--- config.mk ---
export PLATFORM = sky130hd
export DESIGN_NAME = irq_ctrl
export DESIGN_NICKNAME = d
export VERILOG_FILES = /design/src/rtl/irq_ctrl_pkg.sv /design/src/rtl/irq_prio_enc.sv /design/src/rtl/irq_ctrl.sv
export SDC_FILE = /design/constraint.sdc
export NUM_CORES = 1
export LEC_CHECK = 0
export BUFFER_PORTS_ARGS = -buffer_cell sky130_fd_sc_hd__buf_2
export CAP_MARGIN = 20
export CORE_MARGIN = 2
export CORE_UTILIZATION = 40
export CTS_CLUSTER_DIAMETER = 50
export DETAILED_ROUTE_END_ITERATION = 16
export REMOVE_ABC_BUFFERS = 1
export SLEW_MARGIN = 20
export SYNTH_ARGS = -nofsm -noshare
export SYNTH_HDL_FRONTEND = slang
export SYNTH_SLANG_ARGS = --single-unit
--- constraint.sdc ---
create_clock -name clk -period 14.96 [get_ports clk]
set_clock_uncertainty 0.1 [all_clocks]
set_input_delay 2.992 -clock clk [delete_from_list [all_inputs] [get_ports clk]]
set_output_delay 2.992 -clock clk [all_outputs]
set_load 0.02 [all_outputs]
--- src/rtl/irq_ctrl_pkg.sv ---
// rtl/irq_ctrl_pkg.sv - register map and delivery FSM encoding for irq_ctrl
package irq_ctrl_pkg;

  localparam logic [2:0] REG_ENABLE  = 3'd0;
  localparam logic [2:0] REG_EDGE    = 3'd1;
  localparam logic [2:0] REG_PENDING = 3'd2;
  localparam logic [2:0] REG_FORCE   = 3'd3;
  localparam logic [2:0] REG_STATUS  = 3'd4;
  localparam logic [2:0] REG_TIMER   = 3'd5;

  typedef enum logic [1:0] {
    IDLE    = 2'd0,
    DELIVER = 2'd1,
    HOLDOFF = 2'd2
  } irq_state_e;

endpackage

--- src/rtl/irq_prio_enc.sv ---
// rtl/irq_prio_enc.sv - lowest-set-bit priority encoder, 32 inputs to 5-bit id
module irq_prio_enc (
  input  logic [31:0] vec_i,
  output logic [4:0]  id_o,
  output logic        valid_o
);

  always_comb begin
    id_o    = 5'd0;
    valid_o = |vec_i;
    for (int i = 31; i >= 0; i--) begin
      if (vec_i[i]) id_o = 5'(i);
    end
  end

endmodule

--- src/rtl/irq_ctrl.sv ---
// rtl/irq_ctrl.sv - interrupt controller: sync/latch sources, deliver irq, retire on eoi
// Optional down-counter timer source enabled by defining IRQ_CTRL_TIMER_EN.
module irq_ctrl
  import irq_ctrl_pkg::*;
#(
  parameter int          NUM_SRC        = 32,
  parameter int          SYNC_STAGES    = 2,
  parameter int          HOLDOFF_CYCLES = 4,
  parameter logic [31:0] EDGE_RESET     = 32'hffff_ffff,
  parameter int          TIMER_SRC      = 0
) (
  input  logic        clk,
  input  logic        reset,
  input  logic [31:0] src,
  input  logic [31:0] eoi,
  output logic [31:0] irq,
  input  logic        cfg_wr,
  input  logic        cfg_rd,
  input  logic [2:0]  cfg_addr,
  input  logic [31:0] cfg_wdata,
  output logic [31:0] cfg_rdata,
  output logic        active_valid,
  output logic [4:0]  active_id
);

  localparam logic [31:0] SRC_MASK  = (NUM_SRC >= 32) ? 32'hffff_ffff
                                                      : ((32'd1 << NUM_SRC) - 32'd1);
  localparam logic [31:0] TIMER_BIT = 32'd1 << TIMER_SRC;
  localparam int          CNT_W     = $clog2(HOLDOFF_CYCLES + 2);

  logic [SYNC_STAGES-1:0][31:0] sync_q;
  logic [31:0] prev_q;
  logic [31:0] enable_q, enable_d;
  logic [31:0] edge_q, edge_d;
  logic [31:0] pending_q, pending_d;
  logic [31:0] irq_q, irq_d;
  logic [31:0] rdata_q, rdata_d;
  logic [CNT_W-1:0] cnt_q, cnt_d;
  irq_state_e  state_q, state_d;
  logic        act_valid_q;
  logic [4:0]  act_id_q;
  logic        enc_valid;
  logic [4:0]  enc_id;

  logic [31:0] sync_lvl, rise, set_vec, clr_vec, retire, edge_eff;
  logic [31:0] force_set, w1c, timer_rd;
  logic        timer_fire;

  assign sync_lvl  = sync_q[SYNC_STAGES-1];
  assign rise      = sync_lvl & ~prev_q;
  assign force_set = (cfg_wr && cfg_addr == REG_FORCE) ? cfg_wdata : 32'h0;
  assign w1c       = (cfg_wr && cfg_addr == REG_PENDING) ? cfg_wdata : 32'h0;

`ifdef IRQ_CTRL_TIMER_EN
  localparam bit TIMER_EN = 1'b1;
  logic [31:0] timer_q, timer_d;

  always_comb begin
    timer_d    = timer_q;
    timer_fire = 1'b0;
    if (cfg_wr && cfg_addr == REG_TIMER) begin
      timer_d = cfg_wdata;
    end else if (timer_q != 32'h0) begin
      timer_d    = timer_q - 32'd1;
      timer_fire = (timer_q == 32'd1);
    end
  end

  always_ff @(posedge clk or posedge reset) begin
    if (reset) timer_q <= 32'h0;
    else       timer_q <= timer_d;
  end

  assign timer_rd = timer_q;
`else
  localparam bit TIMER_EN = 1'b0;
  assign timer_fire = 1'b0;
  assign timer_rd   = 32'h0;
`endif

  // The timer bit must latch like an edge source even when EDGE marks it level.
  assign edge_eff = edge_q | (TIMER_EN ? TIMER_BIT : 32'h0);
  assign retire   = (state_q == DELIVER) ? (eoi & irq_q) : 32'h0;
  assign set_vec  = (edge_q & rise) | (~edge_q & sync_lvl) | force_set
                  | (timer_fire ? TIMER_BIT : 32'h0);
  assign clr_vec  = w1c | (retire & edge_eff);

  always_comb begin
    enable_d  = enable_q;
    edge_d    = edge_q;
    if (cfg_wr && cfg_addr == REG_ENABLE) enable_d = cfg_wdata & SRC_MASK;
    if (cfg_wr && cfg_addr == REG_EDGE)   edge_d   = cfg_wdata & SRC_MASK;
    pending_d = (set_vec | (pending_q & ~clr_vec & edge_eff)) & SRC_MASK;
  end

  always_comb begin
    state_d = state_q;
    irq_d   = irq_q;
    cnt_d   = cnt_q;
    unique case (state_q)
      IDLE: begin
        if ((pending_q & enable_q) != 32'h0) begin
          irq_d   = pending_q & enable_q;
          state_d = DELIVER;
        end
      end
      DELIVER: begin
        irq_d = irq_q & ~eoi;
        if (irq_d == 32'h0) begin
          state_d = HOLDOFF;
          cnt_d   = '0;
        end
      end
      HOLDOFF: begin
        if (cnt_q == CNT_W'(HOLDOFF_CYCLES - 1)) state_d = IDLE;
        else                                     cnt_d   = cnt_q + 1'b1;
      end
      default: state_d = IDLE;
    endcase
  end

  always_comb begin
    rdata_d = rdata_q;
    if (cfg_rd) begin
      case (cfg_addr)
        REG_ENABLE:  rdata_d = enable_q;
        REG_EDGE:    rdata_d = edge_q;
        REG_PENDING: rdata_d = pending_q;
        REG_STATUS:  rdata_d = {26'h0, act_valid_q, act_id_q};
        REG_TIMER:   rdata_d = timer_rd;
        default:     rdata_d = 32'h0;
      endcase
    end
  end

  irq_prio_enc u_enc (
    .vec_i   (irq_d),
    .id_o    (enc_id),
    .valid_o (enc_valid)
  );

  always_ff @(posedge clk or posedge reset) begin
    if (reset) begin
      sync_q      <= '0;
      prev_q      <= 32'h0;
      enable_q    <= 32'h0;
      edge_q      <= EDGE_RESET & SRC_MASK;
      pending_q   <= 32'h0;
      irq_q       <= 32'h0;
      rdata_q     <= 32'h0;
      cnt_q       <= '0;
      state_q     <= IDLE;
      act_valid_q <= 1'b0;
      act_id_q    <= 5'd0;
    end else begin
      sync_q      <= {sync_q[SYNC_STAGES-2:0], src & SRC_MASK};
      prev_q      <= sync_lvl;
      enable_q    <= enable_d;
      edge_q      <= edge_d;
      pending_q   <= pending_d;
      irq_q       <= irq_d;
      rdata_q     <= rdata_d;
      cnt_q       <= cnt_d;
      state_q     <= state_d;
      act_valid_q <= enc_valid;
      act_id_q    <= enc_id;
    end
  end

  assign irq          = irq_q;
  assign cfg_rdata    = rdata_q;
  assign active_valid = act_valid_q;
  assign active_id    = act_id_q;

endmodule

* Yosys cells after proc, flatten, opt, wreduce, memory -nomap -nowiden
Index checks and enable logic that the tools add are counted.
** Operators by class
- Add/sub/neg operators :: 1
- Equal/unequal tests :: 11
- Mux-type cells :: 45
- Bitwise logic cells :: 17
- Reductions and logical operators :: 12
** Operators with widths (number)
- 32-bit bitwise AND :: 9
- 5-bit two-way mux :: 32
- 32-bit two-way mux :: 4
- 32-bit NOT :: 4
- 32-bit OR :: 4
- 32-bit case mux with 4 select lines :: 1
- 32-bit case mux with 2 select lines :: 1
- 32-bit logical NOT :: 1
- 32-bit nonzero test :: 1
- 32-bit OR reduction :: 1
- 3-bit by 2-bit equality test with 1-bit output, second input constant :: 3
- 2-bit two-way mux :: 3
- 3-bit two-way mux :: 2
- 2-bit inequality test, second input constant :: 3
- 2-bit case mux with 3 select lines :: 1
- 3-bit case mux with 2 select lines :: 1
- 3-bit AND reduction :: 2
- 1-bit logical AND :: 4
- 3-bit by 1-bit adder with 3-bit output, second input constant :: 1
- 3-bit by 1-bit equality test with 1-bit output, second input constant :: 1
- 3-bit equality test, second input constant :: 1
- 3-bit logical NOT :: 1
- 2-bit by 1-bit equality test with 1-bit output, second input constant :: 1
- 2-bit equality test, second input constant :: 1
- 3 further kinds :: 3
** Storage, ports and cells
- Flip-flop bits (word level) :: 267
- Logic and storage cells :: 98

* Depth between registers and ports, before layout
Gate-level depths: netlist of run 1.
- Depth in word-level cells :: 36
- Mapped depth :: 13
- Depth with buffers taken out :: 11

* By module
Synthesis of run 1 repeated with hierarchy kept, for this count alone.
** Second synthesis, totals
- Cell total of the unflattened synthesis :: 1022
- Area, all modules :: 11318.4 sq um
** Modules (own cells, without submodules)
- irq_ctrl :: instances 1, cells an instance 957, area each 10933.0 sq um, seq. area each 6721.4 sq um
- irq_prio_enc :: instances 1, cells an instance 65, area each 385.4 sq um, seq. area each 0.0 sq um

* Least setup slack after synthesis of run 1
OpenSTA, ideal clock, no wires.
- Kind :: input-to-reg
- Start point :: input port cfg_addr[2]
- End point :: register enable_q[0]
- Arrival time :: 4563 ps
- Data required time :: 14735 ps
- Slack :: 10172 ps
- Stages on the path :: 4
- Buffers on the path :: 2
- Cells stage by stage :: buf_1 -> nor4b_1 -> clkbuf_1 -> mux2_2
** On the way
- Longest elaborated chain between the ends :: 2
** Ends and longest elaborated chain
- start: declaration :: RTL line irq_ctrl.sv:19 : input logic [2:0] cfg_addr,
- 3-bit logical NOT :: RTL line irq_ctrl.sv:91 : if (cfg_wr && cfg_addr == REG_ENABLE) enable_d = cfg_wdata & SRC_MASK;
- 1-bit logical AND :: RTL line irq_ctrl.sv:91
- end signal: assignment :: RTL line irq_ctrl.sv:158 : enable_q <= enable_d;
- end: declaration :: RTL line irq_ctrl.sv:33 : logic [31:0] enable_q, enable_d;
No other way between the ends.
A chain may end at the register's enable or synchronous reset.

==> metrics, run 1 <==
status finished clean; Core Area 28900 um^2; syn_area_per_cell 10.4 um^2; synthesized flop and latch total 267; Final Core Density 0.491; total of max-cap violations 0; initial core utilization 0.408; Worst Path Max Fanout 131; Root Driver clkbuf_16; initial antenna violation count 3; share of the synthesized area in the top cell type 0.500; DR WL/cell 20.6 um; vias in the first global route 9338; Cell Int Power 1.68 mW; largest net degree at the start of global routing 132; LEAKAGE 6.41 nW; Remaining Overflow, GRT 0; postcts setup bufs 0; fin. max-slew vios 0; 1st-iter DRT viols 840; largest family of logic cells by synthesized area simple AND/OR/NAND/NOR gates; post-synthesis mux area share 0.0885; VDD IR-drop max 88.4 uV; Cell Rows 62; Final GP Congestion 0.917; fmax 199 MHz; clock period minus worst slack 5.03 ns; Clk pin slew, worst setup/hold paths 0.05 ns; most used cell along the critical path buf_4; Die Y 176 um; post_cts resized 0; WP data arrival 5.46 ns; Worst Setup End Kind asynchronous set/reset pin; FFs w/ async S/R, synth 1.00; synthesis warning total 0; Slowest-stage cell, CP buf_4; ranking of synthesized cells by area dfrtp_1 50%, dfstp_2 7.1%, mux2_2 6.1%; CP Class input port to asynchronous set/reset pin; hold crit path type flip-flop to flip-flop; FILL cells 2736; Remaining DRCs 0; register area share after synthesis 0.571; Worst EP required 15.39 ns; post-synth cell types 65; IO Port Bufs 172; Final period util 0.336; fin nets 1402; Synth area leader dfrtp_1; mapped cell area 11800 um^2; Layout area overhead 20.3%; Vias 9465; Cells after Synth 1133; clock share of power 0.324; remaining antenna violation count after routing 0; DP Area 13000 um^2; Adder-Cell Fraction of Synth Area 0.00532; switching pwr 0.926 mW; RSZ-0062 raised after global routing no; # hold bufs at CTS 0; xor/xnor share of the synthesized area 0; EDFF count, synth 0; multi-input logic area 4540 um^2; Via density 5.56; worst-path cell chain buf_2 > inv_8 > buf_4 > buf_4; Non-Filler Instances 1703; worst slack, placed 9.23 ns; TritonCTS buffer count 34; Die ar. 30800 um^2; Total GRT Usage 0.228; Worst-Margin Slew 0.931 ns; Reg power frac 0.370; slowest cell delay on critical path 0.86 ns; buffer and inverter count on the worst path 4; Fin. Hold Viols 0; Final TNS setup 0 ns; total power per unit cell area 184 nW/um^2; DIE WIDTH 176 um; CTS H-tree lvls 2; Clock Path Buffers 3; cell area after layout 14200 um^2; share of total power in combinational logic 0.306; clk sinks 267; Sequential Area 6720 um^2; CTS tree built; Rel. slew slack 0.380; total wire length 35000 um; Fin Hold WS 0.245 ns; cell with the most instances after synthesis dfrtp_1; first-pass GRT wire length 54500 um; # IOs 173; Net Sw Frac 0.356; setup violators final 0; Synth top cells by count 235 x dfrtp_1, 146 x nand2_1, 101 x nand3_1, 79 x inv_1, 64 x mux2_2; Compound-Gate Fraction of Synth Area 0.131; hpwl dp 24600 um; Worst path top cell family by delay buffers and inverters; share of layout cells above drive strength 1 0.267; Post-synth top flop dfrtp_1; simple-gate share of the synthesized area 0.159; worst-skew pair later-pin latency 0.52 ns; Critical Path Source Type input port; final setup margin 9.93 ns; TritonRoute pass-1 iters 6; Post-Place Cells 1642; Total Power 2.60 mW
-- per-layer routing --
layer / GRT usage / up-vias / wire length [um]
met4: 0.0575 / 4 / 712
met1: 0.328 / 4685 / 15900
met5: 0 / - / 19
met2: 0.353 / 343 / 16000
li1: - / 4375 / -
met3: 0.0463 / 58 / 2440
-- logic make-up after synthesis --
| logic type | after synthesis |
|---|---|
| compound gates | 233 |
| flops | 267 |
| simple gates | 394 |
| fa+ha+maj | 5 |
| mux | 96 |
| buf+inv | 138 |
-- cell type report --
| class | instances | share of cell area |
|---|---|---|
| Sequential cell | 267 | 0.475 |
| Multi-Input combinational cell | 728 | 0.321 |
| Timing Repair Buffer | 182 | 0.0661 |
| Clock buffer | 44 | 0.0649 |
| Tap cell | 384 | 0.0339 |
| Inverter | 81 | 0.0220 |
| Clock inverter | 16 | 0.0173 |
| Antenna cell | 1 | 0.000177 |
-- registers in the layout, indices dropped and copies added, names as in the netlist --
| register | cells |
|---|---|
| state_q | 2 |
| active_valid | 1 |
| sync_q | 32 |
| cnt_q | 3 |
| sync_lvl | 32 |
| prev_q | 32 |
| irq | 32 |
| enable_q | 32 |
| pending_q | 32 |
| cfg_rdata | 32 |
| edge_eff | 32 |
| active_id | 5 |
-- path summary, 6_finish.rpt --
path / to / startpoint / slack (ns) / cells after the start
setup / recovery: prev_q[27] / reset / 9.93 / 4
hold / removal: sync_lvl[31] / sync_q[31] / 0.25 / 0
setup reg to reg: active_id[0] / pending_q[17] / 11.18 / 9
hold reg to reg: sync_lvl[31] / sync_q[31] / 0.25 / 0
max in group clk: pending_q[24] / cfg_addr[1] / 10.03 / 6
min in group asynchronous: sync_q[13] / reset / 2.56 / 2
-- worst register-to-register path, cell delays in order, from the launching register on --
cell,delay (ns)
dfrtp_1,0.39
nand2_1,0.19
nand4_1,0.14
nor4_2,0.80
nand3_2,0.71
o21ai_1,0.42
o2111ai_1,0.22
a311o_1,0.42
a21oi_2,0.15
o22a_1,0.17
-- cells in the final DEF, fill, tap and decap left out, drive strengths merged, types with 44 or more instances in the layout --
cell    instances
mux2           64
nand4          49
a21oi          47
nor2           61
o21ai          55
inv            85
nand2         146
clkbuf         44
o22ai          49
nand3         103
dfrtp         235
buf           182
-- power by group through the flow --
stage	Clock, mW	Combinational, mW	Sequential, mW
global placement	0	0.774	0.969
detailed placement	0	0.786	0.973
global route	0.894	0.868	0.978
finish	0.843	0.798	0.964
CTS	0.859	0.791	0.961
floorplan	0	0.493	0.982
No activity file was read; power rests on OpenSTA's default activity.
==> inputs of run 2 (changes only) <==
--- a/config.mk
+++ b/config.mk
@@ -5,6 +5,7 @@
 export SDC_FILE = /design/constraint.sdc
 export NUM_CORES = 1
 export LEC_CHECK = 0
+export ABC_AREA = 1
 export BUFFER_PORTS_ARGS = -buffer_cell sky130_fd_sc_hd__buf_2
 export CAP_MARGIN = 20
 export CORE_MARGIN = 2
==> constraint.sdc (replaced) <==
create_clock -name clk -period 4.25 [get_ports clk]
set_clock_uncertainty 0.1 [all_clocks]
set_input_delay 0.85 -clock clk [delete_from_list [all_inputs] [get_ports clk]]
set_output_delay 0.85 -clock clk [all_outputs]
set_load 0.02 [all_outputs]
==> metrics, run 2 <==
most frequent cells in the layout 431 x nand2_1, 235 x dfrtp_1, 172 x buf_2; fin. max-slew vios 0 (unchanged); Die Y 172 um (-1.8%); Synth area leader dfrtp_1; Post-synth top flop dfrtp_1; share of the synthesized area in the top cell type 0.518 (+0.0186); CTS H-tree lvls 2 (unchanged); share of layout cells above drive strength 1 0.230 (-0.0374); vias in the first global route 9295 (-0.46%); CP Class flip-flop to flip-flop; Clock Path Buffers 3 (unchanged); Root Driver clkbuf_16; fin nets 1537 (+9.6%); clock period minus worst slack 3.68 ns; fmax 272 MHz; Remaining Overflow, GRT 0 (unchanged); Worst Setup SP pending_q[14]; LEAKAGE 6.93 nW (+8.0%); Worst EP required 4.59 ns (-10.80 ns); FILL cells 2704 (-1.2%); synthesis warning total 0 (unchanged); total power per unit cell area 629 nW/um^2 (+240%); status finished clean; DR WL/cell 17.8 um (-13%); CTS tree built; hold crit path type flip-flop to flip-flop; postcts setup bufs 0 (unchanged); end of the worst register-to-register path active_id[0]; most common cell after layout, fill and taps aside nand2_1; Worst Path Max Fanout 15 (-89%); Critical Path Source Type flip-flop; Cells after Synth 1245 (+9.9%); Non-Filler Instances 1835 (+7.8%); FFs w/ async S/R, synth 1.00 (unchanged); most used cell along the critical path nand2_1; initial core utilization 0.407 (-0.000549); Final period util 0.866; register area share after synthesis 0.593 (+0.0213); cell with the most instances after synthesis nand2_1; total wire length 32700 um (-6.4%); Rel. slew slack 0.397 (+0.0174); Fin Hold WS 0.246 ns (+0.000909 ns); initial antenna violation count 3 (unchanged); Net Sw Frac 0.363 (+0.00713); worst-skew pair later-pin latency 0.53 ns (about the same); hpwl dp 23200 um (-5.7%); Cell Int Power 5.56 mW (+230%); clock share of power 0.339 (+0.015); Total GRT Usage 0.223 (-0.00426); setup violators final 0 (unchanged); EDFF count, synth 0 (unchanged); remaining antenna violation count after routing 0 (unchanged); Via density 5.05 (-9.1%); R2R setup slack 0.57 ns (-10.61 ns); total of max-cap violations 0 (unchanged); Final TNS setup 0 ns (unchanged); DIE WIDTH 172 um (-1.8%); synthesized flop and latch total 267 (unchanged); clk sinks 267 (unchanged); # IOs 173 (unchanged); R2R depth 37 (+28); cell area after layout 13900 um^2 (-2.0%); WP data arrival 4.02 ns (-1.44 ns); reg2reg start pending_q[14]; worst slack, placed 0.617 ns (-8.62 ns); Core Area 27900 um^2 (-3.5%); syn_area_per_cell 9.11 um^2 (-12%); Worst-Margin Slew 0.904 ns (-0.0261 ns); Slowest-stage cell, CP dfrtp_1; mapped cell area 11300 um^2 (-3.6%); Remaining DRCs 0 (unchanged); share of total power in combinational logic 0.283 (-0.023); Worst Setup End Kind flip-flop; Total Power 8.72 mW (+230%); switching pwr 3.16 mW (+240%); # hold bufs at CTS 0 (unchanged); Die ar. 29700 um^2 (-3.5%); TritonCTS buffer count 34 (unchanged); Fin. Hold Viols 0 (unchanged); post-synth cell types 38 (-42%); IO Port Bufs 172 (unchanged); Post-Place Cells 1771 (+7.9%); RSZ-0062 raised after global routing no; Clk pin slew, worst setup/hold paths 0.06 ns (about the same); Final Core Density 0.498 (+0.00723); VDD IR-drop max 361 uV (+310%); final setup margin 0.570 ns (-9.36 ns); first-pass GRT wire length 50700 um (-7.0%); Final GP Congestion 0.870 (-5.1%); Hold EP sync_lvl[14]; ranking of synthesized cells by area dfrtp_1 52%, nand2_1 14%, dfstp_2 7.4%; post_cts resized 0 (unchanged); Vias 9272 (-2.0%); slowest cell delay on critical path 0.39 ns (-0.47 ns); Reg power frac 0.378 (+0.008); Cell Rows 61 (-1.6%); Hold Path Cell Cnt 0 (unchanged); DP Area 12700 um^2 (-2.3%); Layout area overhead 22.3%; Synth top cells by count 433 x nand2_1, 235 x dfrtp_1, 108 x inv_1, 103 x nand3_1, 84 x o21ai_0; 1st-iter DRT viols 721 (-14%); largest net degree at the start of global routing 124 (-6.1%); hold_sp sync_q[14]; TritonRoute pass-1 iters 5 (-1)
run 2: changes by cell type after synthesis, moves of 37 or more:
cell	change
nand2_1	+287
a21oi_1	-39
o21ai_0	+39
nand4_1	-37
o22ai_1	-37
run 2: worst max-delay path by stage:
| stage | endpoint | slack, ns |
|---|---|---|
| final | active_id[0] | 0.57 |
| after global routing | active_id[0] | 0.15 |
| after CTS | active_id[0] | 0.58 |
| after detailed placement | active_id[0] | 0.62 |
| after global placement | active_id[0] | 0.67 |
| after floorplan | active_id[0] | -4.00 |
run 2: area by class of cell:
cell class                 count  area [um^2]  share of cell area
antenna                        3         7.51            0.000541
clock buffer                  40          903              0.0651
multi-input combinational    820         4040               0.291
sequential                   267         6720               0.485
clock inverter                21          263              0.0189
inverter                     115          439              0.0317
tap                          378          473              0.0341
timing repair buffer         191         1030              0.0741
run 2: cells by family after synthesis:
kind of cell / synth area share
AND/OR/NAND/NOR: 0.216
multiplexers: 0.0318
buffers and inverters: 0.0533
flip-flops: 0.593
AO/OA/AOI/OAI: 0.101
adder cells (fa/ha/maj): 0.00552
run 2: critical path, delay by kind of cell (launching register included):
kind	cells	cell delay (ns)
flops	1	0.39
compound gates	3	0.44
simple gates	34	2.66
run 2: power by group through the flow:
stage                     registers [mW]  logic, mW  clock network, mW
after floorplan                     3.45       1.41                  0
after global placement              3.32       2.44                  0
after detailed placement            3.33       2.45                  0
after CTS                           3.29       2.46               3.02
after global routing                3.35       2.76               3.14
final                               3.30       2.47               2.96
run 2: layer usage:
metal  part of all wire  track usage  vias up
met1               0.44        0.294     4446
li1                   -            -     4455
met5            0.00040            0        -
met3              0.079       0.0643       43
met2               0.47        0.366      326
met4              0.017       0.0522        2
==> inputs of run 3 (changes only) <==
--- a/config.mk
+++ b/config.mk
@@ -12,6 +12,7 @@
 export CORE_UTILIZATION = 40
 export CTS_CLUSTER_DIAMETER = 50
 export DETAILED_ROUTE_END_ITERATION = 16
+export RECOVER_POWER = 50
 export REMOVE_ABC_BUFFERS = 1
 export SLEW_MARGIN = 20
 export SYNTH_ARGS = -nofsm -noshare
==> metrics, run 3 (synthesized netlist as in run 2, its figures left out) <==
Layout area overhead 22.0%; R2R depth 37 (unchanged); initial antenna violation count 3 (unchanged); fmax 271 MHz (-0.34%); fin. max-slew vios 124 (+124); Fin. Hold Viols 0 (unchanged); remaining antenna violation count after routing 0 (unchanged); WP data arrival 4.03 ns (about the same); Remaining DRCs 0 (unchanged); CTS tree built; DIE WIDTH 172 um (unchanged); Final period util 0.869 (+0.00291); most common cell after layout, fill and taps aside nand2_1; TritonRoute pass-1 iters 7 (+2); status finished with violations; Root Driver clkbuf_16; cell area after layout 13800 um^2 (-0.26%); DR WL/cell 17.8 um (about the same); Final GP Congestion 0.870 (unchanged); postcts setup bufs 0 (unchanged); total of max-cap violations 1 (+1); 1st-iter DRT viols 746 (+3.5%); Total GRT Usage 0.223 (unchanged); VDD IR-drop max 360 uV (-0.16%); grt peak-use layer met2; Worst Setup End Kind flip-flop; Die Y 172 um (unchanged); Worst EP required 4.59 ns (about the same); RSZ-0062 raised after global routing no; Via density 5.03 (-0.36%); hold crit path type flip-flop to flip-flop; hold_sp sync_q[17]; Clk pin slew, worst setup/hold paths 0.06 ns (about the same); hpwl dp 23200 um (unchanged); Die ar. 29700 um^2 (unchanged); setup violators final 0 (unchanged); Remaining Overflow, GRT 0 (unchanged); Vias 9244 (-0.30%); share of layout cells above drive strength 1 0.228 (-0.00138); Hold Path Cell Cnt 0 (unchanged); fin nets 1537 (unchanged); CP Class flip-flop to flip-flop; Hold EP sync_lvl[17]; Worst Path Max Fanout 15 (unchanged); Cell Rows 61 (unchanged); slowest cell delay on critical path 0.39 ns (about the same); Fin Hold WS 0.246 ns (-0.000439 ns); # hold bufs at CTS 0 (unchanged); TritonCTS buffer count 34 (unchanged); violated checks capacitance limit, slew limit; end of the worst register-to-register path active_id[0]; post_cts resized 0 (unchanged); total power per unit cell area 630 nW/um^2 (+0.23%); Core Area 27900 um^2 (unchanged); worst-skew pair later-pin latency 0.53 ns (about the same); IO Port Bufs 172 (unchanged); final setup margin 0.558 ns (-0.0124 ns); initial core utilization 0.407 (unchanged); worst slack, placed 0.617 ns (unchanged); Rel. slew slack -0.794 (-1.19); LEAKAGE 6.90 nW (-0.33%); clock period minus worst slack 3.69 ns (+0.0124 ns); clk sinks 267 (unchanged); vias in the first global route 9295 (unchanged); # IOs 173 (unchanged); largest net degree at the start of global routing 124 (unchanged); most frequent cells in the layout 431 x nand2_1, 235 x dfrtp_1, 171 x buf_2; R2R setup slack 0.56 ns (about the same); total wire length 32800 um (about the same); CTS H-tree lvls 2 (unchanged); routing usage on met2 0.366 (unchanged); Worst-Margin Slew 2.69 ns (+1.79 ns); Clock Path Buffers 3 (unchanged); GR met1 Demand/Resource 0.294 (unchanged); first-pass GRT wire length 50700 um (unchanged); most used cell along the critical path nand2_1; met3 Use GR 0.0643 (unchanged); Critical Path Source Type flip-flop; Slowest-stage cell, CP dfrtp_1; DP Area 12700 um^2 (unchanged); reg2reg start pending_q[14]
## run 3: cell types whose count changed in the layout (fill, tap and decap cells not counted)
cell / delta
clkinvlp_4: +1
buf_4: -1
clkbuf_1: +2
buf_2: -1
buf_12: -2
inv_8: -1
clkbuf_2: +2
diode_2: +1
## run 3: area by class of cell
| type | count | area, um^2 |
|---|---|---|
| diodes | 4 | 10.0 |
| clock buffers | 40 | 903 |
| clock inverters | 21 | 263 |
| fillers | 2711 | 14000 |
| inverters | 115 | 435 |
| multi-input cells | 820 | 4040 |
| flip-flops and latches | 267 | 6720 |
| well taps | 378 | 473 |
| repair buffers | 191 | 993 |
## run 3: power breakdown
| group | switching [mW] | internal (mW) |
|---|---|---|
| Clock | 1.16 | 1.80 |
| Combinational | 1.69 | 0.771 |
| Sequential | 0.316 | 2.98 |
## run 3: worst max-delay path: cells and delay by family (launching register included)
kind	cells	cell delay, ns
simple gates	34	2.69
compound gates	3	0.44
flops	1	0.39
## run 3: per-layer routing
layer  vias to the layer above  wire length (um)  share of wire
met5                         -                13        0.00040
met4                         2               524          0.016
met3                        43              2440          0.074
met2                       289             15300           0.47
met1                      4445             14500           0.44
li1                       4465                 -              -
## run 3: metrics by stage
stage	power (mW)	setup TNS, ns	util	cells
after floorplan	4.86	-1010.82	-	1202
after global placement	5.76	0	0.456	1771
after detailed placement	5.79	0	0.456	1771
after CTS	8.78	0	0.498	1832
after global routing	9.24	0	0.496	1832
final	8.72	0	0.497	1836
## run 3: worst max-delay path by stage
stage                             start            to  slack, ns
final                     pending_q[14]  active_id[0]       0.56
after floorplan                   reset  active_id[0]      -4.00
after global placement     enable_q[14]  active_id[0]       0.67
after global routing      pending_q[15]  active_id[0]       0.15
after CTS                 pending_q[14]  active_id[0]       0.58
after detailed placement  pending_q[14]  active_id[0]       0.62
